[config.mk]
export PLATFORM = sky130hd
export DESIGN_NAME = crossing_request_unit_flat
export DESIGN_NICKNAME = d
export VERILOG_FILES = /design/src/rtl/crossing_request_unit_pkg.sv /design/src/rtl/crossing_request_unit_if.sv /design/src/rtl/crossing_request_unit_channel.sv /design/src/rtl/crossing_request_unit.sv /design/src/flat_wrapper.sv
export SDC_FILE = /design/constraint.sdc
export NUM_CORES = 1
export LEC_CHECK = 0
export CAP_MARGIN = 20
export CORE_AREA = 2 2 39 41
export DETAILED_ROUTE_END_ITERATION = 16
export DIE_AREA = 0 0 41 43
export PLACE_DENSITY_LB_ADDON = 0.3
export SETUP_SLACK_MARGIN = 0.05
export SYNTH_ARGS = -nofsm -noshare
export SYNTH_HDL_FRONTEND = slang
export SYNTH_SLANG_ARGS = --single-unit
[constraint.sdc]
create_clock -name clk -period 2 [get_ports clk]
set_input_delay 0.3 -clock clk [delete_from_list [all_inputs] [get_ports clk]]
set_output_delay 0.3 -clock clk [all_outputs]
set_load 0.02 [all_outputs]
[src/rtl/crossing_request_unit_pkg.sv]
// Shared types and constants for the crossing request unit: channel states and ts encodings.
package cru_pkg;

   typedef enum logic [1:0] {
      IDLE    = 2'd0,
      ARMED   = 2'd1,
      RELEASE = 2'd2
   } cru_state_t;

   localparam logic [1:0] TS_CAR_GREEN  = 2'b00;
   localparam logic [1:0] TS_CAR_YELLOW = 2'b01;
   localparam logic [1:0] TS_WALK       = 2'b10;
   localparam logic [1:0] TS_CLEAR      = 2'b11;

   localparam int DEB_CNT_W = 6;
   typedef logic [DEB_CNT_W-1:0] deb_cnt_t;

endpackage

[src/rtl/crossing_request_unit_if.sv]
// Pedestrian-side bus: raw buttons and ts in, held requests and wait lamps out.
interface crossing_request_unit_if;
   logic       btn_p;
   logic       btn_q;
   logic [1:0] ts;
   logic       p;
   logic       q;
   logic       wait_p;
   logic       wait_q;

   modport master (output btn_p, btn_q, ts, input p, q, wait_p, wait_q);
   modport slave  (input btn_p, btn_q, ts, output p, q, wait_p, wait_q);
endinterface

[src/rtl/crossing_request_unit_channel.sv]
// One pedestrian channel: 2-flop synchronizer, optional debounce (CRU_DEBOUNCE_EN) and request FSM.
module cru_channel
   import cru_pkg::*;
#(
   parameter deb_cnt_t DEB_CYCLES = 6'd4
) (
   input  logic clk,
   input  logic reset,
   input  logic btn,
   input  logic served,
   output logic req
);

   logic       sync1;
   logic       sync2;
   logic       acc;
   logic       acc_prev;
   logic       rise;
   cru_state_t state;
   cru_state_t next_state;

   always_ff @(posedge clk or negedge reset) begin
      if (!reset) begin
         sync1 <= 1'b0;
         sync2 <= 1'b0;
      end else begin
         sync1 <= btn;
         sync2 <= sync1;
      end
   end

`ifdef CRU_DEBOUNCE_EN
   deb_cnt_t deb_cnt;
   logic     acc_reg;

   // The counter measures how long the synchronized level has disagreed with the accepted one.
   always_ff @(posedge clk or negedge reset) begin
      if (!reset) begin
         deb_cnt <= '0;
         acc_reg <= 1'b0;
      end else if (sync2 == acc_reg) begin
         deb_cnt <= '0;
      end else if (deb_cnt == DEB_CYCLES - deb_cnt_t'(1)) begin
         acc_reg <= sync2;
         deb_cnt <= '0;
      end else begin
         deb_cnt <= deb_cnt + deb_cnt_t'(1);
      end
   end

   assign acc = acc_reg;
`else
   assign acc = sync2;
`endif

   always_ff @(posedge clk or negedge reset) begin
      if (!reset) begin
         acc_prev <= 1'b0;
         state    <= IDLE;
      end else begin
         acc_prev <= acc;
         state    <= next_state;
      end
   end

   assign rise = acc & ~acc_prev;

   // A press that lands while walk is already showing is absorbed straight into RELEASE.
   always_comb begin
      next_state = state;
      case (state)
         IDLE:    if (rise)   next_state = served ? RELEASE : ARMED;
         ARMED:   if (served) next_state = RELEASE;
         RELEASE: if (!acc)   next_state = IDLE;
         default:             next_state = IDLE;
      endcase
   end

   always_comb begin
      req = 1'b0;
      if (state == ARMED) req = 1'b1;
   end

endmodule

[src/rtl/crossing_request_unit.sv]
// Crosswalk pedestrian front end: two request channels sharing one registered ts.
// Debounce counters are present only when CRU_DEBOUNCE_EN is defined.
module crossing_request_unit
   import cru_pkg::*;
#(
   parameter deb_cnt_t   DEB_CYCLES = 6'd4,
   parameter logic [1:0] TS_WALK    = cru_pkg::TS_WALK
) (
   input logic clk,
   input logic reset,
   crossing_request_unit_if.slave bus
);

   logic [1:0] ts_r;
   logic       served;

   always_ff @(posedge clk or negedge reset) begin
      if (!reset) ts_r <= TS_CAR_GREEN;
      else        ts_r <= bus.ts;
   end

   assign served = (ts_r == TS_WALK);

   cru_channel #(.DEB_CYCLES(DEB_CYCLES)) cru_channel_p (
      .clk    (clk),
      .reset  (reset),
      .btn    (bus.btn_p),
      .served (served),
      .req    (bus.p)
   );

   cru_channel #(.DEB_CYCLES(DEB_CYCLES)) cru_channel_q (
      .clk    (clk),
      .reset  (reset),
      .btn    (bus.btn_q),
      .served (served),
      .req    (bus.q)
   );

   assign bus.wait_p = bus.p;
   assign bus.wait_q = bus.q;

endmodule

[src/flat_wrapper.sv]
// flat-port wrapper written by rule: the top's interface ports become plain ports
module crossing_request_unit_flat import cru_pkg::*;
#(
   parameter deb_cnt_t   DEB_CYCLES = 6'd4,
   parameter logic [1:0] TS_WALK    = cru_pkg::TS_WALK
)
  (clk, reset, bus_btn_p, bus_btn_q, bus_ts, bus_p, bus_q, bus_wait_p, bus_wait_q);
  crossing_request_unit_if bus_i ();
  input logic clk;
  input logic reset;
  input wire logic [$bits(bus_i.btn_p)-1:0] bus_btn_p;
  input wire logic [$bits(bus_i.btn_q)-1:0] bus_btn_q;
  input wire logic [$bits(bus_i.ts)-1:0] bus_ts;
  output wire logic [$bits(bus_i.p)-1:0] bus_p;
  output wire logic [$bits(bus_i.q)-1:0] bus_q;
  output wire logic [$bits(bus_i.wait_p)-1:0] bus_wait_p;
  output wire logic [$bits(bus_i.wait_q)-1:0] bus_wait_q;
  assign bus_i.btn_p = bus_btn_p;
  assign bus_i.btn_q = bus_btn_q;
  assign bus_i.ts = bus_ts;
  assign bus_p = bus_i.p;
  assign bus_q = bus_i.q;
  assign bus_wait_p = bus_i.wait_p;
  assign bus_wait_q = bus_i.wait_q;
  crossing_request_unit #(.DEB_CYCLES(DEB_CYCLES), .TS_WALK(TS_WALK)) u_core (.clk(clk), .reset(reset), .bus(bus_i));
endmodule
==> out/results.txt, run 1 <==
Status = finished, final reports clean
RSZ-0062 raised after global routing = no
Area growth, synth to finish = 28.6%
Worst skew pair latency = 260 ps
Die outline width = 41 microns
TritonCTS buffer count = 3
Post-synth EDFFs = 0
Yosys cell types = 12
Worst Path Buf+Inv = 1
Clock share of power = 26.7%
Count leader, synth = dfrtp_1
Post-place setup slack = 458 ps
CP peak stage delay = 640 ps
Peak Freq = 553 MHz
YS warnings = 0
R2R depth = 3
N_diodes = 0
Crit Path Class = reg2out
Leakage power = 0.233 nW
Actual slew at the worst max-slew pin = 501 ps
Yosys top cell area share = 72.9%
CP delay by family, top = buffers and inverters
Vias in the first global route = 229
Hold crit path type = reg2reg
Worst path slowest cell = clkdlybuf4s50_1
Clock root buffer = clkbuf_4
Post-CTS resize count = 0
Initial Util = 29.7%
Total congestion overflow = 0
Synth Flop Type = dfrtp_1
Max H-tree Level = 1
Max IR drop VDD = 0.416 mV
P_sw = 0.118 mW
Sequential-to-total area share from yosys stat = 72.9%
Clk slew on worst S/H paths = 60 ps
Number of I/O port buffers = 9
CTS Buffer Depth = 2
Nets = 47
Setup TNS = 0 ps
R2R setup slack = 1150 ps
Avg WL per Cell = 9.33 microns
Biggest regs = u_core.cru_channel_p.state: 2 flops, u_core.cru_channel_q.state: 2 flops, u_core.ts_r: 2 flops
First-pass GRT wire length = 938 microns
Switch share = 23.7%
Max-cap violations = 0
Cells after synthesis = 29
Syn avg cell area = 14.2 sq um
CP required = 1700 ps
Share of cells above drive strength 1 = 12.8%
Slew margin rel. = 66.5%
Fin Clk Skew = 4.69 ps
Setup slack after layout = 191 ps
Slew Viols, Final = 0
Routability cong. = 0.646
Pre-antenna DRT Iters = 1
Final Hold Vio Count = 0
Starting DRT DRC Count = 0
Reg-to-Reg End = u_core.cru_channel_p.state[1]
Hold EP = u_core.cru_channel_q.acc
Logic pwr share = 18.0%
Hold Path Depth = 0
Postcts setup bufs = 0
Top post-synthesis cells by area = dfrtp_1 73%, buf_4 3.6%, nor2b_4 3.3%, nand2b_1 3.0%, nor2b_1 3.0%
CORE AREA = 1380 sq um
Worst r2r src = u_core.ts_r[0]
Crit-path max FO = 3
CTS tree = done
Num rows = 14
Drt total wl = 513 microns
Clock Sinks = 12
Vias per cell = 4.27
Largest net degree at the start of global routing = 13
Crit path time final = 1810 ps
Crit-path cells = nor2b_1 > clkdlybuf4s50_1
Vias = 235
Post-Synthesis Cell Area = 412 sq um
Dpl hpwl = 413 microns
Initial antenna violation count = 0
Pwr Density = 939 nW/um^2
Reg power frac = 55.3%
Hold_sp = u_core.cru_channel_q.sync1
Yosys top cell by area = dfrtp_1
Detail Route Antenna Nets = 0
Fill cells = 131
FFs w/ async S/R, synth = 100%
Num ports = 10
DRC violation count after routing = 0
CP Launch Point = u_core.cru_channel_p.state[1]
Worst EP arrival = 1510 ps
Syn Nets = 35
Synth Register Bits = 12
Crit start category = flop
Int Pwr = 0.379 mW
GR Util All Layers = 8.40%
Die Area = 1760 sq um
Die Ht = 43 microns
CP endpoint kind = output port
Final period utilization = 90.5%
Count of final setup violators = 0
Cts hold-fix bufs = 0
==> worst max-delay path by stage <==
stage	end	slack, ps	cells past startpoint
after floorplan	bus_wait_p	700	2
after global routing	bus_wait_p	90	2
after global placement	bus_wait_p	520	2
after detailed placement	bus_wait_p	460	2
after CTS	bus_wait_p	170	2
final	bus_wait_p	190	2
==> routing by layer <==
metal  track usage, %  routed length (microns)  vias up
li1                 -                        -      113
met1             11.0                      204      114
met2             10.0                      278        8
met3             4.71                       30        0
met4             6.00                        0        0
met5                0                        0        -
==> final cells by class <==
cell class | instances | area [sq um] | area share, %
clock buffer | 3 | 22.5 | 4.26
inverter | 2 | 7.51 | 1.42
multi-input combinational | 13 | 88.8 | 16.8
sequential | 12 | 300 | 56.7
tap | 16 | 20.0 | 3.78
timing repair buffer | 9 | 90.1 | 17.0
==> stage by stage <==
| stage | hold slack (ps) | std cells | util [%] | instance area, sq um | power (mW) |
|---|---|---|---|---|---|
| global placement | 332 | 52 | 36.6 | 507 | 0.367 |
| floorplan | 4.41 | 29 | - | 412 | 0.332 |
| CTS | 353 | 55 | 38.2 | 529 | 0.507 |
| global route | 359 | 55 | 38.2 | 529 | 0.533 |
| detailed placement | 338 | 52 | 36.6 | 507 | 0.371 |
| finish | 353 | 55 | 38.2 | 529 | 0.497 |
==> kinds of logic after synthesis <==
group           after synthesis  synth area share (%)
flops                        12                  72.9
simple gates                  8                  13.7
compound gates                5                  7.90
buf+inv                       4                  5.47
==> power groups by stage <==
stage / registers [mW] / logic [mW] / clock network (mW)
6_report: 0.275 / 0.0895 / 0.132
5_1_grt: 0.277 / 0.0981 / 0.158
4_1_cts: 0.275 / 0.0915 / 0.140
3_5_place_dp: 0.280 / 0.0914 / 0
3_3_place_gp: 0.277 / 0.0892 / 0
2_1_floorplan: 0.276 / 0.0562 / 0
==> layout by cell type, fill, tap and decap left out, drive strengths merged <==
master         Yosys  routed
nor3               2       2
nor2b              3       3
o2bb2ai            1       1
clkdlybuf4s50      0       9
clkbuf             0       3
nand2b             2       2
a21oi              3       3
nand3b             1       1
inv                2       2
o21ai              1       1
dfrtp             12      12
No activity file was read; power rests on OpenSTA's default activity.
==> run 2, diff against run 1 <==
--- a/config.mk
+++ b/config.mk
@@ -9,6 +9,7 @@
 export CORE_AREA = 2 2 39 41
 export DETAILED_ROUTE_END_ITERATION = 16
 export DIE_AREA = 0 0 41 43
+export GPL_TIMING_DRIVEN = 0
 export PLACE_DENSITY_LB_ADDON = 0.3
 export SETUP_SLACK_MARGIN = 0.05
 export SYNTH_ARGS = -nofsm -noshare
==> run 2 against run 1 <==
Effect of this change: fmax shrank 1.7%; sequential cell count stayed put; largest cell class unchanged; clock power rose by 35%; critical endpoint unchanged; non-clock buffer count up 2; final area rose by 5.9%; sequential power hardly changed.
==> out/results.txt, run 2 (same netlist as run 1, synthesis figures left out) <==
Status = finished, final reports clean (unchanged)
Final period utilization = 92.0% (was 90.5%)
Die Area = 1760 sq um (unchanged)
Final core utilization = 40.5% (was 38.2%)
RSZ-0062 raised after global routing = no (unchanged)
Crit Path Class = reg2out (unchanged)
CTS Buffer Depth = 2 (unchanged)
TritonCTS buffer count = 3 (unchanged)
Peak Freq = 544 MHz (was 553 MHz)
Slew margin rel. = 66.4% (was 66.5%)
Clk slew on worst S/H paths = 70 ps (was 60 ps)
Reg-to-Reg End = u_core.cru_channel_q.state[1] (was u_core.cru_channel_p.state[1])
Postcts setup bufs = 0 (unchanged)
GR Util All Layers = 9.58% (was 8.40%)
Max-cap violations = 0 (unchanged)
Crit-path max FO = 3 (unchanged)
Detail Route Antenna Nets = 0 (unchanged)
CP required = 1700 ps (about the same)
Clock Sinks = 12 (unchanged)
Area growth, synth to finish = 36.2% (was 28.6%)
Nets = 49 (was 47)
Initial Util = 29.7% (unchanged)
Cts hold-fix bufs = 0 (unchanged)
Final Hold Vio Count = 0 (unchanged)
Vias per cell = 4.26 (was 4.27)
Die Ht = 43 microns (unchanged)
Hold crit path type = reg2reg (unchanged)
Clock share of power = 32.1% (was 26.7%)
Num rows = 14 (unchanged)
Num ports = 10 (unchanged)
Most common cell after layout, fill and taps aside = dfrtp_1 (unchanged)
Setup TNS = 0 ps (unchanged)
CP endpoint kind = output port (unchanged)
Clock root buffer = clkbuf_4 (unchanged)
CP Launch Point = u_core.cru_channel_p.state[1] (unchanged)
Count of final setup violators = 0 (unchanged)
Pwr Density = 991 nW/um^2 (was 939 nW/um^2)
Design Area, Final = 561 sq um (was 529 sq um)
Placed insts = 54 (was 52)
Post-place setup slack = 379 ps (was 458 ps)
Placed Instance Area = 522 sq um (was 507 sq um)
Vias in the first global route = 281 (was 229)
Dpl hpwl = 464 microns (was 413 microns)
Crit path time final = 1840 ps (was 1810 ps)
Int Pwr = 0.430 mW (was 0.379 mW)
Largest net degree at the start of global routing = 13 (unchanged)
Max H-tree Level = 1 (unchanged)
R2R setup slack = 1150 ps (about the same)
Total congestion overflow = 0 (unchanged)
N_diodes = 0 (unchanged)
Worst EP arrival = 1540 ps (was 1510 ps)
P_sw = 0.126 mW (was 0.118 mW)
Avg WL per Cell = 9.83 microns (was 9.33 microns)
Initial antenna violation count = 0 (unchanged)
CORE AREA = 1380 sq um (unchanged)
CTS tree = done (unchanged)
Crit start category = flop (unchanged)
Reg power frac = 49.6% (was 55.3%)
Logic pwr share = 18.3% (was 18.0%)
Setup slack after layout = 160 ps (was 191 ps)
Drt total wl = 570 microns (was 513 microns)
Routability cong. = 0.662 (was 0.646)
Leakage power = 0.251 nW (was 0.233 nW)
Worst skew pair latency = 260 ps (about the same)
Pre-antenna DRT Iters = 1 (unchanged)
Worst r2r src = u_core.ts_r[0] (unchanged)
Starting DRT DRC Count = 0 (unchanged)
Fill cells = 143 (was 131)
Switch share = 22.6% (was 23.7%)
Fin Clk Skew = 1.36 ps (was 4.69 ps)
First-pass GRT wire length = 1.10 mm (was 938 microns)
Die outline width = 41 microns (unchanged)
Fin Hold WS = 351 ps (was 353 ps)
Vias = 247 (was 235)
Commonest non-fill, non-tap cells in the layout = 12 x dfrtp_1, 9 x clkdlybuf4s50_1, 3 x clkbuf_4 (unchanged)
Share of cells above drive strength 1 = 21.4% (was 12.8%)
Fin cells = 58 (was 55)
DRC violation count after routing = 0 (unchanged)
Pwr Total = 0.555 mW (was 0.497 mW)
R2R depth = 3 (unchanged)
Max IR drop VDD = 0.346 mV (was 0.416 mV)
Number of I/O port buffers = 9 (unchanged)
Slew Viols, Final = 0 (unchanged)
Crit path capture = bus_wait_p (unchanged)
Biggest regs = u_core.cru_channel_p.state: 2 flops, u_core.cru_channel_q.state: 2 flops, u_core.ts_r: 2 flops (unchanged)
Actual slew at the worst max-slew pin = 503 ps (was 501 ps)
==> run 2: cell count changes in the layout (fill, tap and decap cells not counted) <==
cell / before / now
nor2b_1: 2 / 1
buf_4: 0 / 2
nor2b_2: 0 / 1
clkbuf_8: 0 / 1
==> run 2: area by class of cell <==
type / count / area [sq um] / share of cell area [%]
timing repair buffer: 9 / 90.1 / 16.1
clock buffer: 4 / 36.3 / 6.47
inverter: 2 / 7.51 / 1.34
sequential: 12 / 300 / 53.6
multi-input combinational: 13 / 91.3 / 16.3
tap: 16 / 20.0 / 3.57
buffer: 2 / 15.0 / 2.68
==> run 2: metal layers <==
layer | up-vias | global-route usage [%] | wire [microns]
met5 | - | 0 | 0
met1 | 120 | 10.5 | 192
met3 | 0 | 3.14 | 33
met4 | 0 | 6.00 | 0
met2 | 8 | 15.0 | 344
li1 | 119 | - | -
==> run 2: power by group through the flow <==
| stage | logic, mW | registers [mW] | clock network (mW) |
|---|---|---|---|
| 2_1_floorplan | 0.0562 | 0.276 | 0 |
| 3_3_place_gp | 0.0988 | 0.277 | 0 |
| 3_5_place_dp | 0.103 | 0.280 | 0 |
| 4_1_cts | 0.103 | 0.275 | 0.188 |
| 5_1_grt | 0.111 | 0.278 | 0.204 |
| 6_report | 0.101 | 0.276 | 0.178 |
==> run 2: timing repair <==
item | 4_1_cts | 5_1_grt
gates resized for setup | 0 | 1
setup endpoints to repair | 0 | 1
hold endpoints to repair | 0 | 0
==> run 2: critical path, stage by stage, from the launching register on <==
cell and delay (ps):
dfrtp_1 410, nor2b_2 160, buf_4 120, clkdlybuf4s50_1 590
==> run 2: worst min path at each step <==
stage	start	end	slack, ps	depth (start not counted)
after floorplan	reset	u_core.cru_channel_p.acc	4	0
after global placement	u_core.cru_channel_q.sync1	u_core.cru_channel_q.acc	330	0
after detailed placement	u_core.cru_channel_q.sync1	u_core.cru_channel_q.acc	340	0
after CTS	u_core.cru_channel_q.sync1	u_core.cru_channel_q.acc	350	0
after global routing	u_core.cru_channel_q.sync1	u_core.cru_channel_q.acc	370	0
final	u_core.cru_channel_q.sync1	u_core.cru_channel_q.acc	350	0
==> run 3, diff against run 2 <==
--- a/config.mk
+++ b/config.mk
@@ -5,7 +5,6 @@
 export SDC_FILE = /design/constraint.sdc
 export NUM_CORES = 1
 export LEC_CHECK = 0
-export CAP_MARGIN = 20
 export CORE_AREA = 2 2 39 41
 export DETAILED_ROUTE_END_ITERATION = 16
 export DIE_AREA = 0 0 41 43
==> constraint.sdc (replaced) <==
create_clock -name clk -period 1.73 [get_ports clk]
set_input_delay 0.2595 -clock clk [delete_from_list [all_inputs] [get_ports clk]]
set_output_delay 0.2595 -clock clk [all_outputs]
set_load 0.02 [all_outputs]
==> run 3 against run 2 <==
Effect of this change: core utilization down 0.36 points; routed wire length fell by 0.35%; total power rose by 13%; final area is 0.89% lower; largest power group unchanged; sequential cell count stayed put; worst hold slack lost 15 ps; highest routed layer unchanged; register-to-register slack worse by 270 ps; clock skew unchanged; critical path depth unchanged; first-iteration DRC count stayed put; die area unchanged; sequential power grew 16%.
==> out/results.txt, run 3 (same netlist as run 1, synthesis figures left out) <==
Worst r2r src = u_core.ts_r[0] (unchanged)
DRC violation count after routing = 0 (unchanged)
Hold crit path type = in2async (was reg2reg)
R2R depth = 3 (unchanged)
Design Area, Final = 556 sq um (was 561 sq um)
Die outline width = 41 microns (unchanged)
Fin Clk Skew = 1.36 ps (unchanged)
Max IR drop VDD = 0.387 mV (was 0.346 mV)
Setup TNS = 0 ps (unchanged)
CP Launch Point = u_core.cru_channel_p.state[1] (unchanged)
CORE AREA = 1380 sq um (unchanged)
Crit Path Class = reg2out (unchanged)
Crit start category = flop (unchanged)
Commonest non-fill, non-tap cells in the layout = 12 x dfrtp_1, 5 x clkdlybuf4s50_1, 4 x dlygate4sd2_1 (was 12 x dfrtp_1, 9 x clkdlybuf4s50_1, 3 x clkbuf_4)
Met2 wire len = 342 microns (was 344 microns)
Count of final setup violators = 0 (unchanged)
CP required = 1470 ps (was 1700 ps)
Crit-path max FO = 3 (unchanged)
Crit path time final = 1520 ps
Postcts setup bufs = 0 (unchanged)
Vias per cell = 4.26 (unchanged)
Die Ht = 43 microns (unchanged)
Vias in the first global route = 276 (was 281)
Peak Freq = 657 MHz
Clock root buffer = clkbuf_4 (unchanged)
Clock Sinks = 12 (unchanged)
RSZ-0062 raised after global routing = no (unchanged)
R2R setup slack = 880 ps (was 1150 ps)
N_diodes = 0 (unchanged)
Number of I/O port buffers = 9 (unchanged)
Placed insts = 54 (unchanged)
CTS tree = done (unchanged)
Crit path capture = bus_wait_p (unchanged)
Largest net degree at the start of global routing = 13 (unchanged)
Final Hold Vio Count = 0 (unchanged)
Fin cells = 58 (unchanged)
First-pass GRT wire length = 1.09 mm (was 1.10 mm)
Vias = 247 (unchanged)
Slew Viols, Final = 0 (unchanged)
Worst skew pair latency = 260 ps (about the same)
Post-CTS resize count = 4 (was 0)
Clk slew on worst S/H paths = 70 ps (about the same)
WL met3 = 34 microns (was 33 microns)
Slew margin rel. = 66.4% (unchanged)
GR Util All Layers = 9.47% (was 9.58%)
Max H-tree Level = 1 (unchanged)
Met1 WL = 191 microns (was 192 microns)
Dpl hpwl = 464 microns (unchanged)
CTS Buffer Depth = 2 (unchanged)
Total congestion overflow = 0 (unchanged)
Initial Util = 29.7% (unchanged)
Biggest regs = u_core.cru_channel_p.state: 2 flops, u_core.cru_channel_q.state: 2 flops, u_core.ts_r: 2 flops (unchanged)
Worst EP arrival = 1260 ps (was 1540 ps)
TritonCTS buffer count = 3 (unchanged)
Reg-to-Reg End = u_core.cru_channel_q.state[1] (unchanged)
Status = finished, final reports clean (unchanged)
Nets = 49 (unchanged)
Area growth, synth to finish = 35.0% (was 36.2%)
Drt total wl = 568 microns (was 570 microns)
Final period utilization = 88.0%
Avg WL per Cell = 9.79 microns (was 9.83 microns)
Starting DRT DRC Count = 0 (unchanged)
Detail Route Antenna Nets = 0 (unchanged)
Leakage power = 0.263 nW (was 0.251 nW)
Cts hold-fix bufs = 0 (unchanged)
Placed Instance Area = 522 sq um (unchanged)
Die Area = 1760 sq um (unchanged)
Actual slew at the worst max-slew pin = 503 ps (unchanged)
CP endpoint kind = output port (unchanged)
Initial antenna violation count = 0 (unchanged)
Most common cell after layout, fill and taps aside = dfrtp_1 (unchanged)
Max layer used = met3 (unchanged)
Routability cong. = 0.662 (unchanged)
Pre-antenna DRT Iters = 1 (unchanged)
Max-cap violations = 0 (unchanged)
Num rows = 14 (unchanged)
Share of cells above drive strength 1 = 21.4% (unchanged)
Num ports = 10 (unchanged)
Pwr Density = 1130 nW/um^2 (was 991 nW/um^2)
[run 3: how the worst min path moves through the flow]
stage / startpoint / to / slack, ps / cells past startpoint
2_1_floorplan: reset / u_core.cru_channel_p.acc / -40 / 0
3_3_place_gp: u_core.cru_channel_q.sync1 / u_core.cru_channel_q.acc / 330 / 0
3_5_place_dp: u_core.cru_channel_q.sync1 / u_core.cru_channel_q.acc / 340 / 0
4_1_cts: reset / u_core.ts_r[0] / 340 / 1
5_1_grt: reset / u_core.cru_channel_p.sync1 / 360 / 1
6_report: reset / u_core.ts_r[0] / 340 / 1
[run 3: final cells by class]
cell class	instances	area [sq um]
fill	143	828
sequential	12	300
buffer	2	15.0
tap	16	20.0
timing repair buffer	9	85.1
multi-input combinational	13	91.3
clock buffer	4	36.3
inverter	2	7.51
[run 3: critical path, stage by stage, from the launching register on]
cell           delay (ps)
dfrtp_1               410
nor2b_2               160
buf_4                 120
dlygate4sd2_1         320
[run 3: metal layers]
| metal | vias up | GRT usage (%) |
|---|---|---|
| li1 | 119 | - |
| met1 | 120 | 10.1 |
| met2 | 8 | 15.0 |
| met3 | 0 | 3.14 |
| met4 | 0 | 6.00 |
| met5 | - | 0 |
[run 3: power breakdown]
group | internal, mW | total, mW | switching [mW]
Clock | 0.128 | 0.206 | 0.0785
Sequential | 0.303 | 0.319 | 0.0153
Combinational | 0.0538 | 0.105 | 0.0507
Total | 0.485 | 0.629 | 0.145
[run 3: per-stage QoR]
step                util, %  hold WS, ps  power (mW)  worst slack [ps]
detailed placement     37.7          337       0.442               149
global route           40.1          363       0.673               108
CTS                    40.0          343       0.642               131
global placement       37.7          332       0.435               179
floorplan                 -        -36.1       0.384               475
finish                 40.1          336       0.629               208
